$ cat config.mk
export PLATFORM = sky130hd
export DESIGN_NAME = if_fetch_unit
export DESIGN_NICKNAME = d
export VERILOG_FILES = /design/src/rtl/if_pkg.sv /design/src/rtl/if_next_pc.sv /design/src/rtl/if_fetch_unit.sv
export SDC_FILE = /design/constraint.sdc
export NUM_CORES = 1
export LEC_CHECK = 0
export ABC_CLOCK_PERIOD_IN_PS = 2500
export BUFFER_PORTS_ARGS = -buffer_cell sky130_fd_sc_hd__buf_2
export CORE_UTILIZATION = 40
export DETAILED_ROUTE_END_ITERATION = 8
export PLACE_DENSITY = 0.72
export SETUP_SLACK_MARGIN = 0.15
export SLEW_MARGIN = 10
export SYNTH_ARGS = -nofsm -noshare
export SYNTH_HDL_FRONTEND = slang
export SYNTH_HIERARCHICAL = 1
export SYNTH_SLANG_ARGS = --single-unit
$ cat constraint.sdc
create_clock -name clk -period 2.5 [get_ports clk]
set_input_delay 0.125 -clock clk [delete_from_list [all_inputs] [get_ports clk]]
set_output_delay 0.125 -clock clk [all_outputs]
set_load 0.01 [all_outputs]
$ cat src/rtl/if_pkg.sv
// Shared types and constants for the instruction-fetch stage.
// S_HALT exists only when IF_MISALIGN_CHECK_EN is defined.
package if_pkg;

  typedef enum logic [2:0] {
    S_IDLE,
    S_REQ,
    S_WAIT,
    S_HOLD,
    S_DROP
`ifdef IF_MISALIGN_CHECK_EN
    , S_HALT
`endif
  } fetch_state_e;

  localparam logic [31:0] NOP_INST_C = 32'h0000_0013;
  localparam logic [31:0] PC_STEP_C  = 32'd4;
  localparam logic [31:0] RESET_PC_C = 32'h0000_0000;

endpackage

$ cat src/rtl/if_next_pc.sv
// Next-state and next-PC selection for the fetch FSM (redirect > consume-advance > hold).
// Misaligned-redirect trap present only when IF_MISALIGN_CHECK_EN is defined.
module if_next_pc
  import if_pkg::*;
(
  input  fetch_state_e state,
  input  logic [31:0]  pc_r,
  input  logic         redirect,
  input  logic [31:0]  redirect_tgt,
  input  logic         rvalid,
  input  logic         consume,
`ifdef IF_MISALIGN_CHECK_EN
  input  logic         misalign,
  input  logic         halt_pend,
  output logic         inflight,
`endif
  output fetch_state_e state_next,
  output logic [31:0]  pc_next
);

  logic outstanding;

  // A request is still owed a response after this cycle only if none arrives now.
  always_comb begin
    outstanding = ((state == S_WAIT) || (state == S_DROP)) && !rvalid;
`ifdef IF_MISALIGN_CHECK_EN
    if ((state == S_HALT) && halt_pend && !rvalid) begin
      outstanding = 1'b1;
    end
`endif
  end

`ifdef IF_MISALIGN_CHECK_EN
  assign inflight = outstanding;
`endif

  always_comb begin
    state_next = state;
    pc_next    = pc_r;
    if (redirect) begin
      pc_next    = redirect_tgt;
      state_next = outstanding ? S_DROP : S_REQ;
`ifdef IF_MISALIGN_CHECK_EN
      if (misalign) begin
        state_next = S_HALT;
      end
`endif
    end else if (consume) begin
      pc_next    = pc_r + PC_STEP_C;
      state_next = (state == S_HOLD) ? S_REQ : S_WAIT;
    end else begin
      case (state)
        S_IDLE:  state_next = S_REQ;
        S_REQ:   state_next = S_WAIT;
        S_WAIT:  if (rvalid) state_next = S_HOLD;
        S_DROP:  if (rvalid) state_next = S_REQ;
        default: state_next = state;
      endcase
    end
  end

endmodule

$ cat src/rtl/if_fetch_unit.sv
// Instruction-fetch stage: owns the PC, single outstanding imem request, one-entry hold buffer.
// Define IF_MISALIGN_CHECK_EN to trap misaligned redirects (adds fetch_misalign_o and S_HALT).
module if_fetch_unit
  import if_pkg::*;
#(
  parameter logic [31:0] RESET_PC = RESET_PC_C,
  parameter logic [31:0] NOP_INST = NOP_INST_C
) (
  input  logic        clk,
  input  logic        rst,
  input  logic        stall,
  input  logic        redirect,
  input  logic [31:0] redirect_pc,
  output logic        imem_req,
  output logic [31:0] imem_addr,
  input  logic        imem_rvalid,
  input  logic [31:0] imem_rdata,
  output logic [31:0] inst_o,
  output logic [31:0] pc_o,
  output logic        inst_valid_o
`ifdef IF_MISALIGN_CHECK_EN
  ,
  output logic        fetch_misalign_o
`endif
);

  fetch_state_e state, state_next;
  logic [31:0]  pc_r, pc_next, hold_inst, redirect_tgt;
  logic         consume, hold_load;

`ifdef IF_MISALIGN_CHECK_EN
  logic misalign, halt_pend, inflight;
  assign misalign         = |redirect_pc[1:0];
  assign redirect_tgt     = redirect_pc;
  assign fetch_misalign_o = (state == S_HALT);
`else
  assign redirect_tgt = redirect_pc & ~32'h3;
`endif

  assign consume   = (((state == S_WAIT) && imem_rvalid) || (state == S_HOLD)) && !stall && !redirect;
  assign hold_load = (state == S_WAIT) && imem_rvalid && !consume && !redirect;
  assign pc_o      = pc_r;

  if_next_pc u_next_pc (
    .state        (state),
    .pc_r         (pc_r),
    .redirect     (redirect),
    .redirect_tgt (redirect_tgt),
    .rvalid       (imem_rvalid),
    .consume      (consume),
`ifdef IF_MISALIGN_CHECK_EN
    .misalign     (misalign),
    .halt_pend    (halt_pend),
    .inflight     (inflight),
`endif
    .state_next   (state_next),
    .pc_next      (pc_next)
  );

  always_ff @(posedge clk) begin
    if (rst) begin
      state     <= S_IDLE;
      pc_r      <= RESET_PC;
      hold_inst <= NOP_INST;
    end else begin
      state <= state_next;
      pc_r  <= pc_next;
      if (redirect) begin
        hold_inst <= NOP_INST;
      end else if (hold_load) begin
        hold_inst <= imem_rdata;
      end
    end
  end

`ifdef IF_MISALIGN_CHECK_EN
  // Remember a killed request still in flight so it is dropped after leaving S_HALT.
  always_ff @(posedge clk) begin
    if (rst) begin
      halt_pend <= 1'b0;
    end else begin
      halt_pend <= (state_next == S_HALT) && inflight;
    end
  end
`endif

  // WAIT bypasses the response straight through and issues the next fetch in the same cycle.
  always_comb begin
    imem_req     = 1'b0;
    imem_addr    = pc_r;
    inst_valid_o = 1'b0;
    inst_o       = NOP_INST;
    case (state)
      S_REQ: imem_req = !redirect;
      S_WAIT: begin
        inst_valid_o = imem_rvalid;
        if (imem_rvalid) begin
          inst_o = imem_rdata;
        end
        if (consume) begin
          imem_req  = 1'b1;
          imem_addr = pc_r + PC_STEP_C;
        end
      end
      S_HOLD: begin
        inst_valid_o = 1'b1;
        inst_o       = hold_inst;
      end
      default: ;
    endcase
  end

endmodule
Word level (Yosys, flattened, before mapping)
Cells that the tools add are included.
Storage, ports and cells
  flip-flop bits (word level): 67
  input port bits: 69
  output and inout port bits: 98
  logic and storage cells: 42
Cells by class
  add/sub/neg operators: 1
  equal/unequal tests: 6
  muxes and demuxes: 15
  reductions and logical operators: 16
Operator list (number)
  $mux 32: 4
  $pmux 32 s2: 1
  $add 32x3->32 const B: 1
  $mux 3: 5
  $pmux 3 s4: 1
  $ne 4x4->1 const B: 2
  $eq 3x2->1 const B: 2
  $logic_and 1x1->1: 6
  $reduce_bool 6->1: 1
  $logic_not 1->1: 4
  $pmux 1 s2: 2
  $eq 3x1->1 const B: 1
  $eq 3x3->1 const B: 1
  $logic_not 3->1: 1
  $reduce_and 3->1: 1
  $logic_or 1x1->1: 2
  $mux 2: 1
  $reduce_or 2->1: 1
  $mux 1: 1

Longest topological paths before layout
  word-level depth: 8
  depth in mapped cells: 10
  gate-level depth less buffers: 7

Hierarchy
Netlist, hierarchy kept.
Modules (own cells, without submodules)
  if_fetch_unit: times used 1, cells an instance 363, area each 3103.0 um^2, seq. area each 1341.3 um^2
  if_next_pc: times used 1, cells an instance 198, area each 1191.1 um^2, seq. area each 0.0 um^2

Least setup slack after synthesis
No wires, ideal clock.
  path kind: register to register
  from: register state[2]
  to: register pc_r[18] (netlist: pc_o[18])
  setup time: 0.066 ns
  arrival: 2.197 ns
  required time: 2.434 ns
  setup slack: 0.237 ns
  cell stages (with the launch flop): 11
  cell sequence: dfxtp_1 nand4bb_1 buf_2 a21oi_1 buf_4 and2_1 clkbuf_1 nand2_1 or4_1 a31oi_1 nor2b_1
Between the ends
  cells in the longest elaborated chain, start to end: 7
  elaborated cells between the ends (all ways): 8
  classes of those cells: eq/ne: 2; mux: 2; reduce/logical: 4
Ends and longest elaborated chain
  start: declaration: line if_fetch_unit.sv:27  | fetch_state_e state, state_next;
  start signal: assignment: line if_fetch_unit.sv:66  | state <= state_next;
  $eq 3x2->1: line if_fetch_unit.sv:40  | assign consume = (((state == S_WAIT) && imem_rvalid) || (state == S_HOLD)) && !stall && !redirect;
  $logic_and 1x1->1: line if_fetch_unit.sv:40
  $logic_or 1x1->1 *: line if_fetch_unit.sv:40
  $logic_and 1x1->1 * (2 in series): line if_fetch_unit.sv:40
  named net consume: line if_fetch_unit.sv:29  | logic consume, hold_load;
  $mux 32 * (2 in series)
  named net pc_next[18]: line if_fetch_unit.sv:28  | logic [31:0] pc_r, pc_next, hold_inst, redirect_tgt;
  end signal: assignment: line if_fetch_unit.sv:67  | pc_r <= pc_next;
  end: declaration: line if_fetch_unit.sv:28
Mark *: on every way through the listed nets, which the timed path passes. The rest lies on a longest branch.
A chain may end at the register's enable or synchronous reset.

Final worst setup path
  from: register state[0]
  to: output imem_addr[21]
Between the ends
  cells in the longest elaborated chain, start to end: 7
  elaborated cells between the ends (all ways): 8
  classes of those cells: eq/ne: 2; mux: 2; reduce/logical: 4
Ends and longest elaborated chain
  $eq 3x2->1: line if_fetch_unit.sv:40, if_fetch_unit.sv:93
  $logic_and 1x1->1: line if_fetch_unit.sv:40
  $logic_or 1x1->1: line if_fetch_unit.sv:40
  $logic_and 1x1->1 (2 in series): line if_fetch_unit.sv:40
  $mux 32
  $mux 32 *: line if_fetch_unit.sv:93  | case (state)
  end: declaration: line if_fetch_unit.sv:15  | output logic [31:0] imem_addr,
Mark *: on every way between the ends. The rest lies on a longest branch, timed or not.

==> results.json <==
{
  "status": "finished with violations",
  "violations": "setup timing",
  "crit_type": "flop to output port",
  "std_cell_rows": 37,
  "dpl_cell_area_um2": 5320,
  "finalSetupViolCount": 1,
  "fin_skew_ps": 9.99,
  "htreeDepth": 3,
  "hold_class": "input pin to flop",
  "path_buf_inv": 3,
  "crit_required_ps": 2380,
  "vias": 5015,
  "relSlewSlack": 0.619,
  "start_kind": "flop",
  "ys_seq_area_frac": 0.312,
  "overflow": 0,
  "ys_ff_latch": 67,
  "start_util": 0.414,
  "drtIter0Drc": 308,
  "crit_chain": "nand4bb_4 > buf_6 > or4_4 > buf_4 > nor3_4 > xor2_1 > buf_2",
  "p_leak_nw": 2.65,
  "max-cap-violations": 0,
  "cts-root-buf": "clkbuf_8",
  "drtPass1Iterations": 4,
  "path_max_fanout": 7,
  "max_stage_delay_ps": 610,
  "synth_area_um2": 4290,
  "dp_cells": 850,
  "p_per_area_nw_per_um2": 453,
  "synthFlopType": "dfxtp_1",
  "drt_wl_total_um": 13900,
  "die_w_um": 106,
  "grt_pass1_wl_um": 21400,
  "arrival_ps": 2380,
  "path_clk_slew_ps": 90,
  "avgSynthCellArea_um2": 7.65,
  "ys_top_cells_by_area": "dfxtp_1 (31%), nand2_1 (9.0%), a22o_1 (6.1%), nor2b_1 (5.5%), xor2_1 (4.3%)",
  "final_common_cell": "buf_2",
  "drive_gt1_frac": 0.362,
  "synth_cell_types": 51,
  "antenna_found_initial": 0,
  "cts_made_buffers": 9,
  "clockBufferDepth": 2,
  "fin_util": 0.571,
  "hold_violations": 0,
  "die_y_um": 106,
  "power.total_mw": 2.68,
  "worstMarginPinSlew_ps": 572,
  "fin_crit_ps": 2500,
  "die_area_um2": 11200,
  "drv_slew": 0,
  "yosysWarnings": 6,
  "first_global_vias": 4462,
  "grtUsageTotal": 0.235,
  "fin_nets": 821,
  "end_kind": "output port",
  "crit_slowest_cell": "or4_4",
  "gp_routability_congestion": 0.855,
  "final_cell_mix": "buf_2 (164), nand2_1 (102), dfxtp_1 (59)",
  "synth-async-reset-ratio": 0,
  "setup_ws_ps": -4.02,
  "clock-sinks": 67,
  "remaining_drc_errors": 0,
  "ant_nets": 0,
  "rsz0062_at_grt": "true",
  "max_clock_freq_ghz": 0.399,
  "num_antenna_cells": 0,
  "syn2layout_area_growth_pct": 37.8,
  "port-buffer-count": 164,
  "final_cells": 891,
  "final_area_um2": 5920,
  "synth_top_area_cell": "dfxtp_1",
  "whs_ps": 2.49,
  "io_pins": 167,
  "grt_max_degree": 44,
  "peakVddDrop_mv": 0.322,
  "dp_hpwl_um": 9390,
  "vias_per_cell": 5.63,
  "syn_inst": 561,
  "synthDominantCellAreaShare": 0.312,
  "cts_tree": "yes",
  "fin_crit_sh": 1.00,
  "cpLargestDelayFamily": "simple AND/OR/NAND/NOR gates",
  "synth-edff-count": 0,
  "wl_per_cell_um": 15.6,
  "core_area_um2": 10400,
  "clk-insertion-delay-late_ps": 360
}
==> path summary, 6_finish.rpt <==
| check | from | end | slack, ps | cells past startpoint |
|---|---|---|---|---|
| max | state[0]$_SDFF_PP0_ | imem_addr[21] | -4 | 7 |
| min | imem_rdata[14] | hold_inst[14]$_SDFFE_PP0P_ | 2 | 3 |
| max reg2reg | state[0]$_SDFF_PP0_ | pc_o[23]$_SDFF_PP0_ | 110 | 11 |
| min reg2reg | hold_inst[2]$_SDFFE_PP0P_ | hold_inst[2]$_SDFFE_PP0P_ | 460 | 2 |
==> stage by stage <==
step	setup WS (ps)	TNS (ps)
global placement	106	0
CTS	36.1	0
global route	-32.8	-145
floorplan	237	0
finish	-4.02	-4.02
detailed placement	-23.9	-23.9
==> sequential cells by signal, indices dropped and copies added (netlist names) <==
signal / count
pc_o: 32
hold_inst: 32
state: 3
==> worst register-to-register path, delay by kind of cell, from the launching register on <==
family,cells,cell delay (ps)
simple gates,4,730
buf+inv,4,640
compound gates,3,550
flops,1,360
==> area by class of cell <==
cell class              instances  area, um2
inverters                       6       22.5
clock inverters                 7        108
well taps                     136        170
multi-input cells             449       2900
fillers                       933       4450
flip-flops and latches         67       1360
repair buffers                217       1240
clock buffers                   9        124
==> layer usage <==
layer	vias to the layer above	track usage	routed length, um
met1	2340	0.284	5600
met2	256	0.406	6910
li1	2394	-	-
met5	-	0	0
met4	0	0.0863	244
met3	25	0.0544	1180
==> synth_stat cells (4+ instances only) <==
library cell,count
or4_1,13
xor2_1,21
dfxtp_1,67
a22o_1,30
o31ai_1,12
nand4_1,18
nor3_1,14
inv_1,5
and2_1,5
nand2_1,103
buf_4,4
or3_1,5
nor2b_1,38
buf_2,4
xnor2_1,18
o21ai_0,13
and4_1,7
a21oi_1,30
nor2_1,22
and3_1,13
a31oi_1,16
nand3_1,28
clkbuf_1,28
==> power by group <==
group	total, mW	switching, mW	internal, mW	leakage (nW)
clock network	1.08	0.495	0.582	0.114
registers	1.17	0.0667	1.10	0.551
logic	0.432	0.229	0.203	1.99
==> logic make-up after synthesis <==
kind of cell / count (synthesis) / share of synthesized area
AOI/OAI and AO/OA: 117 / 0.185
and+or+nand+nor: 284 / 0.354
muxes: 5 / 0.0125
buffers and inverters: 46 / 0.0501
other: 1 / 0.000873
adders and majority gates: 2 / 0.00583
DFF: 67 / 0.312
xor gates and xnor gates: 39 / 0.0795
==> repair_timing <==
action / 4_1_cts / 5_1_grt
gates cloned: 0 / 1
hold buffers: 2 / 0
pin swaps: 10 / 15
resized for setup: 17 / 26
endpoints found under the hold margin: 2 / 0
endpoints found under the setup margin: 17 / 27
buffers inserted: 8 / 14
(Power assumes the default switching activity.)
